File: config.mk
export PLATFORM = sky130hd
export DESIGN_NAME = lut_builder
export DESIGN_NICKNAME = d
export VERILOG_FILES = /design/src/rtl/lut_builder.sv
export SDC_FILE = /design/constraint.sdc
export NUM_CORES = 1
export LEC_CHECK = 0
export CORE_ASPECT_RATIO = 1.75
export CORE_MARGIN = 2
export CORE_UTILIZATION = 38
export CTS_CLUSTER_SIZE = 14
export DETAILED_ROUTE_END_ITERATION = 6
export HOLD_SLACK_MARGIN = 0.08
export RECOVER_POWER = 50
export SETUP_SLACK_MARGIN = 0.5
export SYNTH_ARGS = -nofsm -noshare
export SYNTH_HDL_FRONTEND = slang
export SYNTH_SLANG_ARGS = --single-unit
File: constraint.sdc
create_clock -name clk_i -period 6.1 [get_ports clk_i]
set_input_delay 0.915 -clock clk_i [delete_from_list [all_inputs] [get_ports clk_i]]
set_output_delay 0.915 -clock clk_i [all_outputs]
set_load 0.005 [all_outputs]
File: src/rtl/lut_builder.sv
// lut_builder: builds the 16 subset-sum LUT entries of a signed activation group, one entry per cycle.
// Optional LUT_DBUF_EN: build into a shadow bank while the output bank stays held.
module lut_builder #(
  parameter int unsigned ACT_W = 8,
  parameter int unsigned LUT_W = 16
) (
  input  logic             clk_i,
  input  logic             rst_n_i,
  input  logic             act_valid_i,
  output logic             act_ready_o,
  input  logic [ACT_W-1:0] act_0_i,
  input  logic [ACT_W-1:0] act_1_i,
  input  logic [ACT_W-1:0] act_2_i,
  input  logic [ACT_W-1:0] act_3_i,
  output logic [LUT_W-1:0] lut_0_o,
  output logic [LUT_W-1:0] lut_1_o,
  output logic [LUT_W-1:0] lut_2_o,
  output logic [LUT_W-1:0] lut_3_o,
  output logic [LUT_W-1:0] lut_4_o,
  output logic [LUT_W-1:0] lut_5_o,
  output logic [LUT_W-1:0] lut_6_o,
  output logic [LUT_W-1:0] lut_7_o,
  output logic [LUT_W-1:0] lut_8_o,
  output logic [LUT_W-1:0] lut_9_o,
  output logic [LUT_W-1:0] lut_10_o,
  output logic [LUT_W-1:0] lut_11_o,
  output logic [LUT_W-1:0] lut_12_o,
  output logic [LUT_W-1:0] lut_13_o,
  output logic [LUT_W-1:0] lut_14_o,
  output logic [LUT_W-1:0] lut_15_o,
  output logic             lut_valid_o,
  input  logic             lut_ready_i,
  output logic             busy_o
);

  localparam int unsigned N_ACT = 4;
  localparam int unsigned N_ENT = 16;
  localparam int unsigned CNT_W = 4;
  localparam int unsigned EXT_W = LUT_W - ACT_W;
  localparam logic [CNT_W-1:0] CNT_FIRST = CNT_W'(1);
  localparam logic [CNT_W-1:0] CNT_LAST  = CNT_W'(N_ENT - 1);

  typedef enum logic [1:0] {
    S_IDLE  = 2'd0,
    S_BUILD = 2'd1,
    S_DONE  = 2'd2,
    S_WAIT  = 2'd3
  } state_e;

  state_e           state_q, state_d;
  logic [CNT_W-1:0] cnt_q, cnt_d;
  logic [ACT_W-1:0] act_q [N_ACT];
  logic [ACT_W-1:0] act_d [N_ACT];
  logic [LUT_W-1:0] lut_q [N_ENT];
  logic [LUT_W-1:0] lut_d [N_ENT];
  logic             lut_valid_q, lut_valid_d;
  logic             act_ready_q, act_ready_d;
  logic             busy_q, busy_d;

  logic             accept_c;
  logic [CNT_W-1:0] src_idx_c;
  logic [1:0]       bit_idx_c;
  logic [ACT_W-1:0] act_sel_c;
  logic [LUT_W-1:0] base_c;
  logic [LUT_W-1:0] sum_c;

`ifdef LUT_DBUF_EN
  logic [LUT_W-1:0] sh_q [N_ENT];
  logic [LUT_W-1:0] sh_d [N_ENT];
  logic             out_free_c;
`endif

  assign accept_c  = act_valid_i & act_ready_q;
  assign src_idx_c = cnt_q & (cnt_q - CNT_W'(1));

  // Index of the lowest set bit of cnt selects the activation added to entry[k & (k-1)]
  always_comb begin
    bit_idx_c = 2'd3;
    if (cnt_q[0]) begin
      bit_idx_c = 2'd0;
    end else if (cnt_q[1]) begin
      bit_idx_c = 2'd1;
    end else if (cnt_q[2]) begin
      bit_idx_c = 2'd2;
    end
  end

  assign act_sel_c = act_q[bit_idx_c];
`ifdef LUT_DBUF_EN
  assign base_c = sh_q[src_idx_c];
`else
  assign base_c = lut_q[src_idx_c];
`endif
  assign sum_c = base_c + {{EXT_W{act_sel_c[ACT_W-1]}}, act_sel_c};

`ifdef LUT_DBUF_EN
  assign out_free_c = ~lut_valid_q | lut_ready_i;

  // Engine FSM with shadow bank; the output bank loads on build completion or on release
  always_comb begin
    state_d     = state_q;
    cnt_d       = cnt_q;
    act_d       = act_q;
    lut_d       = lut_q;
    sh_d        = sh_q;
    lut_valid_d = lut_valid_q & ~lut_ready_i;
    case (state_q)
      S_IDLE: begin
        if (accept_c) begin
          state_d  = S_BUILD;
          cnt_d    = CNT_FIRST;
          act_d[0] = act_0_i;
          act_d[1] = act_1_i;
          act_d[2] = act_2_i;
          act_d[3] = act_3_i;
          sh_d[0]  = '0;
        end
      end
      S_BUILD: begin
        sh_d[cnt_q] = sum_c;
        cnt_d       = cnt_q + CNT_W'(1);
        if (cnt_q == CNT_LAST) begin
          cnt_d = '0;
          if (out_free_c) begin
            lut_d          = sh_q;
            lut_d[N_ENT-1] = sum_c;
            lut_valid_d    = 1'b1;
            state_d        = S_IDLE;
          end else begin
            state_d = S_WAIT;
          end
        end
      end
      S_WAIT: begin
        if (lut_ready_i) begin
          lut_d       = sh_q;
          lut_valid_d = 1'b1;
          state_d     = S_IDLE;
        end
      end
      default: state_d = S_IDLE;
    endcase
    act_ready_d = (state_d == S_IDLE);
    busy_d      = (state_d == S_BUILD) || (state_d == S_WAIT);
  end
`else
  // Engine FSM building directly into the output registers
  always_comb begin
    state_d = state_q;
    cnt_d   = cnt_q;
    act_d   = act_q;
    lut_d   = lut_q;
    case (state_q)
      S_IDLE: begin
        if (accept_c) begin
          state_d  = S_BUILD;
          cnt_d    = CNT_FIRST;
          act_d[0] = act_0_i;
          act_d[1] = act_1_i;
          act_d[2] = act_2_i;
          act_d[3] = act_3_i;
          lut_d[0] = '0;
        end
      end
      S_BUILD: begin
        lut_d[cnt_q] = sum_c;
        cnt_d        = cnt_q + CNT_W'(1);
        if (cnt_q == CNT_LAST) begin
          cnt_d   = '0;
          state_d = S_DONE;
        end
      end
      S_DONE: begin
        if (lut_valid_q && lut_ready_i) begin
          state_d = S_IDLE;
        end
      end
      default: state_d = S_IDLE;
    endcase
    lut_valid_d = (state_d == S_DONE);
    act_ready_d = (state_d == S_IDLE);
    busy_d      = (state_d == S_BUILD);
  end
`endif

  always_ff @(posedge clk_i or negedge rst_n_i) begin
    if (!rst_n_i) begin
      state_q     <= S_IDLE;
      cnt_q       <= '0;
      lut_valid_q <= 1'b0;
      act_ready_q <= 1'b0;
      busy_q      <= 1'b0;
      for (int unsigned i = 0; i < N_ACT; i++) begin
        act_q[i] <= '0;
      end
      for (int unsigned i = 0; i < N_ENT; i++) begin
        lut_q[i] <= '0;
`ifdef LUT_DBUF_EN
        sh_q[i]  <= '0;
`endif
      end
    end else begin
      state_q     <= state_d;
      cnt_q       <= cnt_d;
      lut_valid_q <= lut_valid_d;
      act_ready_q <= act_ready_d;
      busy_q      <= busy_d;
      act_q       <= act_d;
      lut_q       <= lut_d;
`ifdef LUT_DBUF_EN
      sh_q        <= sh_d;
`endif
    end
  end

  assign act_ready_o = act_ready_q;
  assign lut_valid_o = lut_valid_q;
  assign busy_o      = busy_q;

  assign lut_0_o  = lut_q[0];
  assign lut_1_o  = lut_q[1];
  assign lut_2_o  = lut_q[2];
  assign lut_3_o  = lut_q[3];
  assign lut_4_o  = lut_q[4];
  assign lut_5_o  = lut_q[5];
  assign lut_6_o  = lut_q[6];
  assign lut_7_o  = lut_q[7];
  assign lut_8_o  = lut_q[8];
  assign lut_9_o  = lut_q[9];
  assign lut_10_o = lut_q[10];
  assign lut_11_o = lut_q[11];
  assign lut_12_o = lut_q[12];
  assign lut_13_o = lut_q[13];
  assign lut_14_o = lut_q[14];
  assign lut_15_o = lut_q[15];

endmodule

Word level (Yosys, flattened, before mapping)

Index checks and enable logic that the tools add are counted.

$add $sub $neg: 3
$mul: 0
Divide/modulo/power cells: 0
Order comparisons: 4
Equal/unequal tests: 6
Shifts and indexed selects: 0
Multiplexer cells: 21
Bitwise operators: 5
Reductions and logical operators: 7

Operators with widths:

| operator            | number |
|---|---|
| $bwmux 256          | 1 |
| $bmux 16 s4         | 1 |
| $demux 16 s4        | 1 |
| $mux 16             | 4 |
| $pmux 16 s2         | 1 |
| $add 16x16->16      | 1 |
| $bmux 8 s2          | 1 |
| $mux 8              | 2 |
| $ge 5x5->1 const B  | 2 |
| $mux 2              | 5 |
| $not 4->5           | 2 |
| $mux 4              | 2 |
| $pmux 4 s2          | 1 |
| $pmux 2 s3          | 1 |
| $lt 5x1->1 const B  | 1 |
| $add 4x1->4 const B | 1 |
| $and 4x4->4         | 1 |
| $eq 2x1->1 const B  | 2 |
| $eq 2x2->1 const B  | 2 |
| $eq 4x4->1 const B  | 1 |
| $logic_not 2->1     | 2 |
| $reduce_and 2->1    | 2 |
| $sub 4x1->4 const B | 1 |
| $ge 3x3->1 const B  | 1 |
| other kinds (6)     | 7 |

Register bits: 297
Bits in latches: 0
Memory bits (writable): 0
ROM bits: 0
Input bits: 36
Memories: 0

Depth between registers and ports, before layout

Depth after elaboration: 10
Gate-level depth with buffers: 18

Worst setup path after synthesis

Ideal clock, no wire load.

Kind: register to register
Start point: register cnt_q[0]
End point: register lut_q (netlist bit lut_3_o[12])
Data arrival time: 4921 ps
Data required time: 5967 ps
Slack: 1046 ps
Cell stages (with the launch flop): 18
Path buffers: 4
Period minus slack after synthesis: 5054 ps
Path through: dfrtp_1 ha_1 clkbuf_1 buf_2 buf_1 mux4_2 mux2_2 ha_1 fa_1 a211oi_1 o21ai_0 a31oi_1 o21ai_0 o21ai_0 o21ai_0 xnor2_1 clkbuf_1 o21ai_0

Word-level cells in the longest chain between the ends: 8
Elaborated cells between the ends (all ways): 19
Classes of those cells: 2 x add/sub; 2 x order compare; 10 x mux; 4 x bitwise; 1 x reduce/logical

RTL lines:

| item                                       | line | text |
|---|---|---|
| start, declared                            | 51   | `logic [CNT_W-1:0] cnt_q, cnt_d;` |
| start signal, assigned                     | 204  | `cnt_q <= cnt_d;` |
| $sub 4x1->4                                | 74   | `assign src_idx_c = cnt_q & (cnt_q - CNT_W'(1));` |
| $and 4x4->4                                | 74   |  |
| $not 4->5 (not written as such)            | 92   | `assign base_c = lut_q[src_idx_c];` |
| $bmux 16 s4                                | 92   |  |
| $mux 16 (not written as such) (2 in a row) | 92   |  |
| $add 16x16->16                             | 94   | `assign sum_c = base_c + {{EXT_W{act_sel_c[ACT_W-1]}}, act_sel_c};` |
| $bwmux 256 (*)                             | 166  | `lut_d[cnt_q] = sum_c;` |
| end signal, assigned                       | 209  | `lut_q <= lut_d;` |
| end, declared                              | 54   | `logic [LUT_W-1:0] lut_q [N_ENT];` |

Mark *: on every way between the ends. The rest lies on a longest branch, timed or not. The select of a mux whose other input is x is not followed.
A chain may end at the register's enable or synchronous reset.

Worst setup path in the final report

Start point: register cnt_q[0]
End point: register lut_q (netlist bit lut_15_o[15])

The elaborated chain is that of the path after synthesis.

==> metrics.json <==
{
  "result_of_the_run": {"value": "finished, violations left"},
  "violations": {"value": "capacitance limit, slew limit"},
  "timing.final.max_slew_violations": {"value": 214},
  "n_antenna_cell": {"value": 0},
  "leakage": {"value": 7.70, "unit": "nW"},
  "largest_register_ffs": {"value": 32},
  "via_count": {"value": 9616},
  "synth_compound_area_frac": {"value": 0.118},
  "clock_sinks": {"value": 297},
  "critical-path-max-stage-delay": {"value": 0.73, "unit": "ns"},
  "maxCapViolations": {"value": 4},
  "h-tree-depth": {"value": 1},
  "syn_area": {"value": 0.0126, "unit": "mm²"},
  "crit_type": {"value": "flip-flop to flip-flop"},
  "cp.required": {"value": 6.48, "unit": "ns"},
  "cts_hold_repair.buffers": {"value": 0},
  "netlist-cell-type-count": {"value": 51},
  "max-slew-margin-rel": {"value": -1.96},
  "wire_length_of_the_first_global_routing_pass": {"value": 59300, "unit": "µm"},
  "cp_data_arrival_time": {"value": 5.37, "unit": "ns"},
  "period_needed": {"value": 4.99, "unit": "ns"},
  "synth_cells": {"value": 1162},
  "post_drt_wl_per_cell": {"value": 21.0, "unit": "µm"},
  "synth_top_flop_cell": {"value": "dfrtp_1"},
  "power_per_cell_area": {"value": 647, "unit": "mW/mm²"},
  "first_global_vias": {"value": 9698},
  "floorplan.die_area": {"value": 0.0346, "unit": "mm²"},
  "yosys.area_share.simple": {"value": 0.121},
  "synthXorXnorAreaFrac": {"value": 0.0109},
  "r2r_setup_slack": {"value": 1.11, "unit": "ns"},
  "finalSetupTns": {"value": 0, "unit": "ns"},
  "synthArstFlopShare": {"value": 1.00},
  "setup_viol": {"value": 0},
  "utilization": {"value": 0.515},
  "timing.critical_path.slowest_stage_cell": {"value": "xnor2_2"},
  "port_buffers": {"value": 294},
  "min_path_cells": {"value": 2},
  "max-clock-path-buffers": {"value": 3},
  "drive_above_1_share": {"value": 0.113},
  "clock_latency": {"value": 0.58, "unit": "ns"},
  "synth-seq-area-share": {"value": 0.591},
  "fillers": {"value": 2980},
  "grt_use_total": {"value": 0.225},
  "yosysWarnings": {"value": 0},
  "share_of_the_clock_period_used_by_the_worst_path_after_layout": {"value": 0.819},
  "cts-buffers-inserted": {"value": 29},
  "setup_repair_after_global_routing_missed_its_margin": {"value": "no"},
  "grt-ovfl-total": {"value": 0},
  "max_ir_drop_vdd": {"value": 0.395, "unit": "mV"},
  "post_synth_edffs": {"value": 0},
  "antenna_found_initial": {"value": 0},
  "synthesis.nets": {"value": 1217},
  "finalHoldViolations": {"value": 0},
  "clock_input_transition_at_the_sequential_cells_of_the_worst_setup_and_hold_paths": {"value": 0.06, "unit": "ns"},
  "timing.reg2reg.worst_path_depth": {"value": 15},
  "class_of_the_worst_hold_path": {"value": "flip-flop to flip-flop"},
  "cts-root-buf": {"value": "clkbuf_16"},
  "drt_pre_antenna_iters": {"value": 4},
  "worstSetupEndpointType": {"value": "flip-flop"},
  "synth-adder-area-share": {"value": 0.0195},
  "dp.final_hpwl": {"value": 28200, "unit": "µm"},
  "place.gp.congestion": {"value": 0.862},
  "die_x": {"value": 141, "unit": "µm"},
  "core_area": {"value": 0.0328, "unit": "mm²"},
  "cts_tree": {"value": "done"},
  "top_register": {"value": "act_q"},
  "synth_area_per_cell": {"value": 10.8, "unit": "µm²"},
  "start_kind": {"value": "flip-flop"},
  "detail_route.vias_per_cell": {"value": 5.20},
  "drt-total-wl": {"value": 38900, "unit": "µm"},
  "io-pin-count": {"value": 295},
  "start_util": {"value": 0.383},
  "fin_skew": {"value": 0.0231, "unit": "ns"},
  "cp_max_fo": {"value": 16},
  "initialDrtViolationCount": {"value": 502},
  "worst_slew_pin_slew": {"value": 4.45, "unit": "ns"},
  "num-nets-final": {"value": 1482},
  "num_rows": {"value": 88},
  "clock.fmax": {"value": 200, "unit": "MHz"},
  "area_delta_synth_final": {"value": 34.3, "unit": "%"},
  "combinational_family_with_the_most_area_after_synthesis": {"value": "simple AND/OR/NAND/NOR gates"},
  "yosys_reg_bits": {"value": 297},
  "drc_errors": {"value": 0},
  "postRouteAntennaNets": {"value": 0},
  "timing.critical_path.cells": {"value": "inv_1, ha_1, nor2b_4, buf_4, mux4_2, mux2_2, ha_1, o211ai_1, o21ai_0, o211ai_1, o2111ai_1, o21ai_1, a32oi_2, xnor2_2, o21ai_0"},
  "pin_count_of_the_biggest_net_entering_global_routing": {"value": 115},
  "synth.mux.area_fraction": {"value": 0.112},
  "die_height": {"value": 245, "unit": "µm"}
}
## synth_stat cells, types with 2 or more instances
cell type | instances | share of area
nor3_1 | 5 | 0.0020
dfrtp_1 | 297 | 0.59
and3_1 | 6 | 0.0030
ha_1 | 18 | 0.018
mux2i_1 | 4 | 0.0032
clkbuf_1 | 77 | 0.023
a21o_1 | 4 | 0.0024
nor2_1 | 6 | 0.0018
o21ai_1 | 31 | 0.012
xnor2_2 | 2 | 0.0026
a22oi_1 | 2 | 0.0012
buf_1 | 4 | 0.0012
nor2b_1 | 3 | 0.0015
nand2b_1 | 2 | 0.0010
nand3_1 | 22 | 0.0088
nand2_1 | 333 | 0.099
o21bai_1 | 2 | 0.0012
buf_2 | 3 | 0.0012
mux2_2 | 43 | 0.039
a21oi_1 | 7 | 0.0028
xor2_1 | 6 | 0.0042
a211oi_1 | 3 | 0.0018
inv_1 | 5 | 0.0015
o211ai_1 | 3 | 0.0018
xnor2_1 | 6 | 0.0042
o21ai_0 | 206 | 0.082
mux4_2 | 38 | 0.068
## stage by stage
| step | hold WS (ns) | setup slack [ns] | instance area, µm² | total power (W) | cells |
|---|---|---|---|---|---|
| after global routing | 0.498 | 0.511 | 16900 | 0.0117 | 1851 |
| after CTS | 0.399 | 0.874 | 16800 | 0.0111 | 1844 |
| after floorplan | 0.440 | 1.05 | 12600 | 0.00621 | 1162 |
| after detailed placement | 0.459 | 0.926 | 15900 | 0.00921 | 1794 |
| final | 0.473 | 1.11 | 16900 | 0.0109 | 1851 |
| after global placement | 0.455 | 1.13 | 15900 | 0.00907 | 1794 |
## timing repair
item | CTS | global route
resized for setup | 0 | 2
setup buffers | 0 | 7
setup endpoints to repair | 0 | 16
## metal layers
metal	GRT usage	up-vias	part of all wire	wire length, µm
li1	-	4521	-	-
met1	0.270	4734	0.38	14900
met2	0.397	300	0.51	20000
met3	0.0517	61	0.070	2730
met4	0.0738	0	0.032	1240
met5	0	-	0	0
## cell families (layout without fill, tap and decap cells)
kind of cell / after synthesis / in the layout
fa+ha+maj: 19 / 19
compound gates: 273 / 273
mux: 86 / 86
flops: 297 / 297
xor+xnor: 14 / 14
simple gates: 382 / 382
buf+inv: 91 / 375
## worst paths after layout
check,startpoint,to
worst max-delay path,cnt_q[0],lut_15_o[15]
worst min-delay path,lut_3_o[12],lut_3_o[12]
worst max register to register,cnt_q[0],lut_15_o[15]
worst min register to register,lut_3_o[12],lut_3_o[12]
max in group asynchronous,rst_n_i,lut_6_o[15]
min in group asynchronous,rst_n_i,lut_0_o[0]
## power by group
part / leakage (nW) / internal [W] / switching [W]
logic: 3.36 / 0.00245 / 0.00328
clock network: 0.471 / 0.00105 / 0.000786
registers: 3.87 / 0.00277 / 0.000606
total: 7.70 / 0.00626 / 0.00467
## cells in the final DEF, fill, tap and decap left out, types with 2 or more instances in the layout
master	n
mux2_2	43
bufinv_16	2
xor2_1	6
nor3_1	5
o21ai_1	31
buf_4	21
a211oi_1	3
dlygate4sd3_1	89
nand2_1	333
mux4_2	38
clkbuf_8	8
and3_1	6
o21ai_0	206
o21bai_1	2
a21o_1	4
clkbuf_16	29
o211ai_1	3
xnor2_1	5
ha_1	17
nor2b_1	2
nor2_1	6
clkbuf_1	6
clkinvlp_4	2
a22oi_1	2
mux2i_1	4
xnor2_2	2
clkinv_2	4
inv_1	5
nand2b_1	2
a21oi_1	7
nand3_1	21
clkdlybuf4s50_1	204
dfrtp_1	297
## worst max-delay path: cells and delay by family, from the launching register on
family	cells	cell delay, ns
AOI/OAI and AO/OA	7	1.51
xor gates and xnor gates	1	0.73
adders and majority gates	2	0.65
buffers and inverters	2	0.40
muxes	2	0.60
and+or+nand+nor	1	0.30
DFF	1	0.60
## layout make-up
type	instances	area, µm²	share of cell area
multi-input combinational	774	4830	0.286
sequential	297	7430	0.440
tap	405	507	0.0300
clock buffer	40	847	0.0502
clock inverter	10	113	0.00667
timing repair buffer	319	3130	0.185
inverter	6	22.5	0.00133
(Power assumes the default switching activity.)
